==> config.mk <==
export PLATFORM = sky130hd
export DESIGN_NAME = m68k_bus_target
export DESIGN_NICKNAME = d
export VERILOG_FILES = /design/src/rtl/m68k_bus_target.sv
export SDC_FILE = /design/constraint.sdc
export NUM_CORES = 1
export LEC_CHECK = 0
export ABC_AREA = 1
export BUFFER_PORTS_ARGS = -buffer_cell sky130_fd_sc_hd__buf_4
export CORE_MARGIN = 5
export CORE_UTILIZATION = 45
export DETAILED_ROUTE_END_ITERATION = 16
export PLACE_DENSITY = 0.77
export SETUP_SLACK_MARGIN = 0.1
export SLEW_MARGIN = 20
export SYNTH_ARGS = -nofsm -noshare
export SYNTH_HDL_FRONTEND = slang
export SYNTH_SLANG_ARGS = --single-unit
==> constraint.sdc <==
create_clock -name MCLK -period 1.5 [get_ports MCLK]
set_input_delay 0.15 -clock MCLK [delete_from_list [all_inputs] [get_ports MCLK]]
set_output_delay 0.15 -clock MCLK [all_outputs]
set_load 0.02 [all_outputs]
==> src/rtl/m68k_bus_target.sv <==
`default_nettype none
// ============================================================================
// Module   : m68k_bus_target
// Function : 68000 asynchronous-bus responder; forwards one CPU access per bus
//            cycle to a req/ack backend and returns DTACK after a minimum
//            number of wait states. Define M68K_BUS_TARGET_BERR_EN to enable
//            the backend timeout / bus-error path.
// Revision : 1.0 - initial release
// ============================================================================
module m68k_bus_target #(
    parameter logic [22:0] BASE_ADDR   = 23'h000000,
    parameter logic [22:0] ADDR_MASK   = 23'h7FFF80,
    parameter int          WAIT_STATES = 0
`ifdef M68K_BUS_TARGET_BERR_EN
    ,
    parameter int          TIMEOUT     = 64
`endif
) (
    input  logic        MCLK,
    input  logic        reset,
    input  logic        AS,
    input  logic        UDS,
    input  logic        LDS,
    input  logic        RW,
    input  logic [22:0] ADDRESS,
    input  logic [15:0] DATA_I,
    output logic [15:0] DATA_O,
    output logic        DATA_OE,
    output logic        DTACK,
    output logic        BERR,
    output logic        be_req,
    output logic        be_we,
    output logic [22:0] be_addr,
    output logic [1:0]  be_sel,
    output logic [15:0] be_wdata,
    input  logic [15:0] be_rdata,
    input  logic        be_ack
);

    typedef enum logic [1:0] {
        S_IDLE = 2'd0,
        S_REQ  = 2'd1,
        S_ACK  = 2'd2,
        S_BERR = 2'd3
    } state_t;

    localparam logic [3:0] C_WAIT_INIT = 4'(WAIT_STATES);

    logic        as_q, uds_q, lds_q, rw_q;
    logic [22:0] address_q;
    logic [15:0] data_i_q;

    state_t      state_q, state_d;
    logic [22:0] be_addr_q, be_addr_d;
    logic        be_we_q, be_we_d;
    logic [1:0]  be_sel_q, be_sel_d;
    logic [15:0] be_wdata_q, be_wdata_d;
    logic [15:0] data_o_q, data_o_d;
    logic [3:0]  wait_q, wait_d;
    logic        ack_seen_q, ack_seen_d;
    logic        abort_q, abort_d;

`ifdef M68K_BUS_TARGET_BERR_EN
    localparam int                C_TO_W    = $clog2(TIMEOUT + 1);
    localparam logic [C_TO_W-1:0] C_TO_LAST = C_TO_W'(TIMEOUT - 1);
    logic [C_TO_W-1:0] to_q, to_d;
`endif

    logic w_hit;
    logic w_done;

    assign w_hit  = ~as_q & (~uds_q | ~lds_q) &
                    ((address_q & ADDR_MASK) == (BASE_ADDR & ADDR_MASK));
    assign w_done = be_ack | ack_seen_q;

    always_ff @(posedge MCLK) begin
        if (reset) begin
            as_q       <= 1'b1;
            uds_q      <= 1'b1;
            lds_q      <= 1'b1;
            rw_q       <= 1'b1;
            address_q  <= '0;
            data_i_q   <= '0;
            state_q    <= S_IDLE;
            be_addr_q  <= '0;
            be_we_q    <= 1'b0;
            be_sel_q   <= '0;
            be_wdata_q <= '0;
            data_o_q   <= '0;
            wait_q     <= '0;
            ack_seen_q <= 1'b0;
            abort_q    <= 1'b0;
`ifdef M68K_BUS_TARGET_BERR_EN
            to_q       <= '0;
`endif
        end else begin
            as_q       <= AS;
            uds_q      <= UDS;
            lds_q      <= LDS;
            rw_q       <= RW;
            address_q  <= ADDRESS;
            data_i_q   <= DATA_I;
            state_q    <= state_d;
            be_addr_q  <= be_addr_d;
            be_we_q    <= be_we_d;
            be_sel_q   <= be_sel_d;
            be_wdata_q <= be_wdata_d;
            data_o_q   <= data_o_d;
            wait_q     <= wait_d;
            ack_seen_q <= ack_seen_d;
            abort_q    <= abort_d;
`ifdef M68K_BUS_TARGET_BERR_EN
            to_q       <= to_d;
`endif
        end
    end

    always_comb begin
        state_d    = state_q;
        be_addr_d  = be_addr_q;
        be_we_d    = be_we_q;
        be_sel_d   = be_sel_q;
        be_wdata_d = be_wdata_q;
        data_o_d   = data_o_q;
        wait_d     = wait_q;
        ack_seen_d = ack_seen_q;
        abort_d    = abort_q;
`ifdef M68K_BUS_TARGET_BERR_EN
        to_d       = to_q;
`endif
        case (state_q)
            S_IDLE: begin
                ack_seen_d = 1'b0;
                abort_d    = 1'b0;
                if (w_hit) begin
                    be_addr_d  = address_q;
                    be_we_d    = ~rw_q;
                    be_sel_d   = {~uds_q, ~lds_q};
                    be_wdata_d = data_i_q;
                    wait_d     = C_WAIT_INIT;
`ifdef M68K_BUS_TARGET_BERR_EN
                    to_d       = '0;
`endif
                    state_d    = S_REQ;
                end
            end
            S_REQ: begin
                if (wait_q != 4'd0) wait_d = wait_q - 4'd1;
                // Once AS has gone away the cycle is abandoned for good, even if AS returns.
                if (as_q) abort_d = 1'b1;
                if (be_ack && !ack_seen_q) begin
                    ack_seen_d = 1'b1;
                    if (!be_we_q) data_o_d = be_rdata;
                end
                if (w_done) begin
                    if (as_q || abort_q)        state_d = S_IDLE;
                    else if (wait_q == 4'd0)    state_d = S_ACK;
                end
`ifdef M68K_BUS_TARGET_BERR_EN
                else if (to_q == C_TO_LAST) state_d = S_BERR;
                else                        to_d    = to_q + 1'b1;
`endif
            end
            S_ACK: begin
                if (as_q) state_d = S_IDLE;
            end
            S_BERR: begin
                if (as_q) state_d = S_IDLE;
            end
            default: state_d = S_IDLE;
        endcase
    end

    assign be_req   = (state_q == S_REQ) & ~ack_seen_q;
    assign be_we    = be_we_q;
    assign be_addr  = be_addr_q;
    assign be_sel   = be_sel_q;
    assign be_wdata = be_wdata_q;
    assign DATA_O   = data_o_q;
    assign DTACK    = (state_q != S_ACK);
    assign DATA_OE  = (state_q == S_ACK) & ~be_we_q;
`ifdef M68K_BUS_TARGET_BERR_EN
    assign BERR     = (state_q != S_BERR);
`else
    assign BERR     = 1'b1;
`endif

endmodule
`default_nettype wire

# Word-level counts from Yosys, hierarchy flattened
# Cells that the tools add are included.
[word_totals]
regBits = 109
latchBits = 0
ram_bits = 0
romBits = 0
input_bits = 62
out_inout_bits = 62
memories = 0
[op_classes]
addsub = 1
mul = 0
n_div = 0
magnitude_cmp = 0
n_eq_ne = 11
shift = 0
muxes = 13
n_bitwise = 12
reduce_logical = 15
[ops]
columns = ["operator", "count"]
rows = [
  ["$logic_not A23 Y1", 1],
  ["$ne A2 B2 Y1 const B", 6],
  ["$mux W2", 5],
  ["$mux W4", 2],
  ["$pmux W4 S2", 1],
  ["$not A1 Y1", 6],
  ["$pmux W2 S3", 1],
  ["$reduce_and A2 Y1", 3],
  ["$reduce_and A3 Y1", 2],
  ["$and A1 B1 Y1", 4],
  ["$eq A2 B2 Y1 const B", 2],
  ["$logic_not A4 Y1", 1],
  ["$pmux W1 S2", 2],
  ["$reduce_and A4 Y1", 1],
  ["$reduce_bool A4 Y1", 1],
  ["$sub A4 B1 Y4 const B", 1],
  ["$ne A3 B3 Y1 const B", 1],
  ["$eq A2 B1 Y1 const B", 1],
  ["$logic_not A2 Y1", 1],
  ["$mux W1", 2],
  ["$ne A2 B1 Y1 const B", 1],
  ["$or A1 B1 Y1", 2],
  ["$reduce_bool A2 Y1", 1],
  ["$reduce_or A2 Y1", 1],
  ["3 further kinds", 3],
]

# Depth between registers and ports, before layout
[logic_depth]
ltp_word = 6
depth_mapped = 9
mapped_depth_nobuf = 9

# Worst setup path after synthesis
# Ideal clock, no wire load.
[synth_timing]
path_type = "reg-to-reg"
startpoint = "register state_q[0]"
endpoint = "register state_q[0]"
setup_time_ns = 0.125
arrival_time_ns = 1.248
path_slack_ns = 0.126
path_stages_with_launch = 8
period_less_slack_ns = 1.374
cell_sequence = "dfxtp_1 -> nand2_4 -> nor2_1 -> nand2_1 -> o21ai_0 -> nor2_1 -> o21ai_0 -> a21oi_1"
[synth_between]
elab_chain_len = 4
elab_cells_between_ends = 11
classes_between = "7 x eq/ne; 1 x mux; 3 x reduce/logical"
[synth_rtl]
columns = ["item", "line_no", "text"]
rows = [
  ["start, declared", "53", "state_t state_q, state_d;"],
  ["start signal, assigned", "103", "state_q <= state_d;"],
  ["$eq A2 B2 Y1", "131", "case (state_q)"],
  ["$reduce_or A2 Y1 (no line)", "n/a", ""],
  ["$ne A2 B1 Y1 (no line)", "n/a", ""],
  ["$reduce_and A4 Y1 (no line)", "n/a", ""],
]
# Parallel ways exist; a longest one is shown, timed or not.
# A chain may end at the register's enable or synchronous reset.

# Final worst setup path
[layout_timing]
startpoint = "register address_q[10]"
endpoint = "register be_addr_q[4] (netlist: be_addr[4])"
[layout_between]
elab_chain_len = 3
[layout_rtl]
columns = ["item", "line_no", "text"]
rows = [
  ["start, declared", "50", "logic [22:0] address_q;"],
  ["start signal, assigned", "82", "address_q <= '0;"],
  ["start signal, assigned", "101", "address_q <= ADDRESS;"],
  ["$logic_not A23 Y1", "73", "((address_q & ADDR_MASK) == (BASE_ADDR & ADDR_MASK));"],
  ["$and A1 B1 Y1", "72", "assign w_hit = ~as_q & (~uds_q | ~lds_q) &"],
  ["$reduce_and A2 Y1 (no line)", "n/a", ""],
  ["end signal, assigned", "104", "be_addr_q <= be_addr_d;"],
  ["end, declared", "54", "logic [22:0] be_addr_q, be_addr_d;"],
]
# Every way passes these cells.

==> impl_results.md <==
* Initial antenna violation count at 0
* TritonCTS Buffers at 9
* Row Count at 33
* Port buffer count at 122
* Sequential share of power at 49.6%
* # H-tree levels at 3
* First-pass GRT wire length at 15100 um
* Critical path launch point: address_q[10]
* Total net switching power at 1640 uW
* Residual DRC count at 0
* Total power at 6310 uW
* Routability cong. at 0.803
* Num ports at 124
* CTS tree: yes
* Sequential element share of the synthesized area at 58.8%
* Die Y at 101 um
* Max Clk Rate at 699 MHz
* CTS clk-pin slew, worst paths at 0.10 ns
* CTS sink count at 109
* Die area at 10200 um^2
* Die width at 101 um
* Worst IR drop on VDD at 0.755 mV
* Setup TNS at 0 ns
* Post-synthesis register bit count at 109
* DR iter-0 viols at 165
* Cells after Synth at 459
* Root Driver: clkbuf_8
* Worst-path fanout max at 9
* Final Net Count at 692
* Netlist Area Pre-Place at 3710 um^2
* Switching portion of total power at 26.0%
* Hold path start: DATA_I[12]
* Power density over cell area at 1100 nW/um^2
* Synth Net Count at 523
* Final period util at 95.4%
* Clock buffer depth at 2
* Vias in the first global route at 3326
* Yosys cell types at 24
* Synthesis Warnings at 0
* N_diodes at 0
* Min Tclk post-route at 1.43 ns
* Pin count of the biggest net entering global routing at 32
* Mean Syn Cell Area at 8.08 um^2
* Post-DP Area at 4750 um^2
* Startpoint Class: flip-flop
* Hold Fails Final Rpt at 0
* CP Class: flip-flop to flip-flop
* Req. time, crit path at 1.76 ns
* Area grow syn2layout at 55.2%
* Core Box Area at 8130 um^2
* Setup-failing EPs final at 0
* DR WL/cell at 13.3 um
* CP endpoint kind: flip-flop
* RSZ-0062 raised after global routing: true
* Via density per instance at 4.61
* Dpl hpwl at 6030 um
* Status: completed
* Worst skew pair latency at 0.35 ns
* Vias at 3399
* Int Pwr at 4670 uW
* Drt first pass iters at 4
* Post-route design area at 5760 um^2
* Clock Skews at 0.0149 ns
* Top cells by area, synth: dfxtp_1 59%, nor2_1 14%, inv_1 5.3%
* Starting Density at 45.6%
* Synth area leader: dfxtp_1
* Combinational fraction of design power at 16.5%
* Max-cap violations at 0
* Slew Limit Fails at 0
* Tightest Hold Check Type: input port to flip-flop
* Total track usage at 18.5%
* GRT Residual Overflow at 0
* Post-synth top area share at 58.8%
* Layout Utilization at 70.8%
* Final ANT Viol Nets at 0
* Static Leak at 0.00273 uW
* Clock Power Share at 33.9%
* Worst Path Arrival at 1.69 ns
* Post-Route WL at 9840 um
* Reg2reg start: address_q[10]
* Ratio of cells with drive above 1 in the final layout at 33.5%
-- power by group through the flow --
| stage | clock network (uW) | logic (uW) | registers, uW |
|---|---|---|---|
| CTS | 2180 | 926 | 3100 |
| global placement | 0 | 820 | 3150 |
| detailed placement | 0 | 832 | 3160 |
| finish | 2140 | 1040 | 3130 |
| global route | 2300 | 1150 | 3140 |
| floorplan | 0 | 542 | 3160 |
-- metrics by stage --
step / hold slack [ns] / setup slack, ns / cells
detailed placement: 0.344 / 0.0692 / 676
finish: 0.0143 / 0.0686 / 738
global route: -0.00116 / -0.0188 / 738
floorplan: 0.254 / 0.126 / 459
CTS: 0.000625 / 0.0467 / 729
global placement: 0.339 / 0.130 / 676
-- repair_timing --
| action | in CTS | in global routing |
|---|---|---|
| pin swaps | 0 | 20 |
| hold endpoints to repair | 31 | 1 |
| setup buffers | 2 | 3 |
| cloned | 4 | 6 |
| hold buffers | 31 | 1 |
| endpoints found under the setup margin | 27 | 57 |
| gates resized for setup | 25 | 59 |
-- flip-flops by register name, indices dropped and copies added, names as in the netlist --
| name | cells |
|---|---|
| DATA_O | 16 |
| abort_q | 1 |
| ack_seen_q | 1 |
| address_q | 23 |
| as_q | 1 |
| be_addr | 23 |
| be_sel | 2 |
| be_wdata | 16 |
| be_we | 1 |
| data_i_q | 16 |
| lds_q | 1 |
| rw_q | 1 |
| state_q | 2 |
| uds_q | 1 |
| wait_q | 4 |
-- worst paths after layout --
path,to,slack (ns),cells past startpoint
setup / recovery,be_addr[4],0.07,8
hold / removal,data_i_q[12],0.01,3
setup reg to reg,be_addr[4],0.07,8
hold reg to reg,be_addr[11],0.45,2
-- per-layer routing --
metal	track usage [%]	vias to the layer above	part of all wire, %
li1	-	1736	-
met1	21.4	1537	39
met2	33.6	102	53
met3	2.70	24	4.9
met4	8.39	0	3.1
met5	0	-	0
-- kinds of logic (layout without fill, tap and decap cells) --
group,count (synthesis),count (layout),share of synthesized area [%]
other cells,1,1,0.101
simple gates,217,218,24.1
compound gates,51,51,6.88
flops,109,109,58.8
fa+ha+maj,2,2,0.674
xor+xnor,2,2,0.472
buf+inv,77,250,8.97
-- layout by cell type (no fill, tap or decap), types with 4 or more instances in the layout --
cell type,Yosys,layout
buf_4,1,133
nor2_1,135,126
dfxtp_1,109,106
inv_1,52,52
nand2_1,50,48
dlygate4sd3_1,0,32
nand3_1,21,20
a21oi_1,22,16
o21ai_2,0,14
clkbuf_8,0,10
o21ai_1,0,9
nor2_2,1,6
a21oi_2,0,6
o21ai_0,29,5
nor2_4,0,4
or2_2,4,4
clkbuf_16,0,4
-- worst max-delay path, stage by stage, from the launching register on --
cell and delay [ns]:
dfxtp_1 0.31, nor2_1 0.11, nand2_1 0.10, nor2_4 0.14, nand4_4 0.15, buf_12 0.19
buf_16 0.14, o21ai_1 0.14, nor2_1 0.05
-- cell type report --
cell class                      instances  area, um^2
Tap cell                              105         131
Clock inverter                          6         116
Sequential cell                       109        2190
Multi-Input combinational cell        274        1360
Fill cell                             600        2380
Timing Repair Buffer                  179        1600
Clock buffer                           10         138
Inverter                               55         221
-- Yosys cell counts --
cell and n:
ha_1 2, nand2_1 50, inv_1 52, inv_2 2
nand2_4 2, buf_4 1, and2_0 1, nor3_1 1
nor3_4 1, buf_2 2, clkbuf_1 14, o21ai_0 29
xnor2_1 1, or2_2 4, nand4_2 1, nand3_1 21
buf_6 5, conb_1 1, xor2_1 1, dfxtp_1 109
nor2_1 135, nor2_2 1, clkinv_1 1, a21oi_1 22
(Power assumes the default switching activity.)
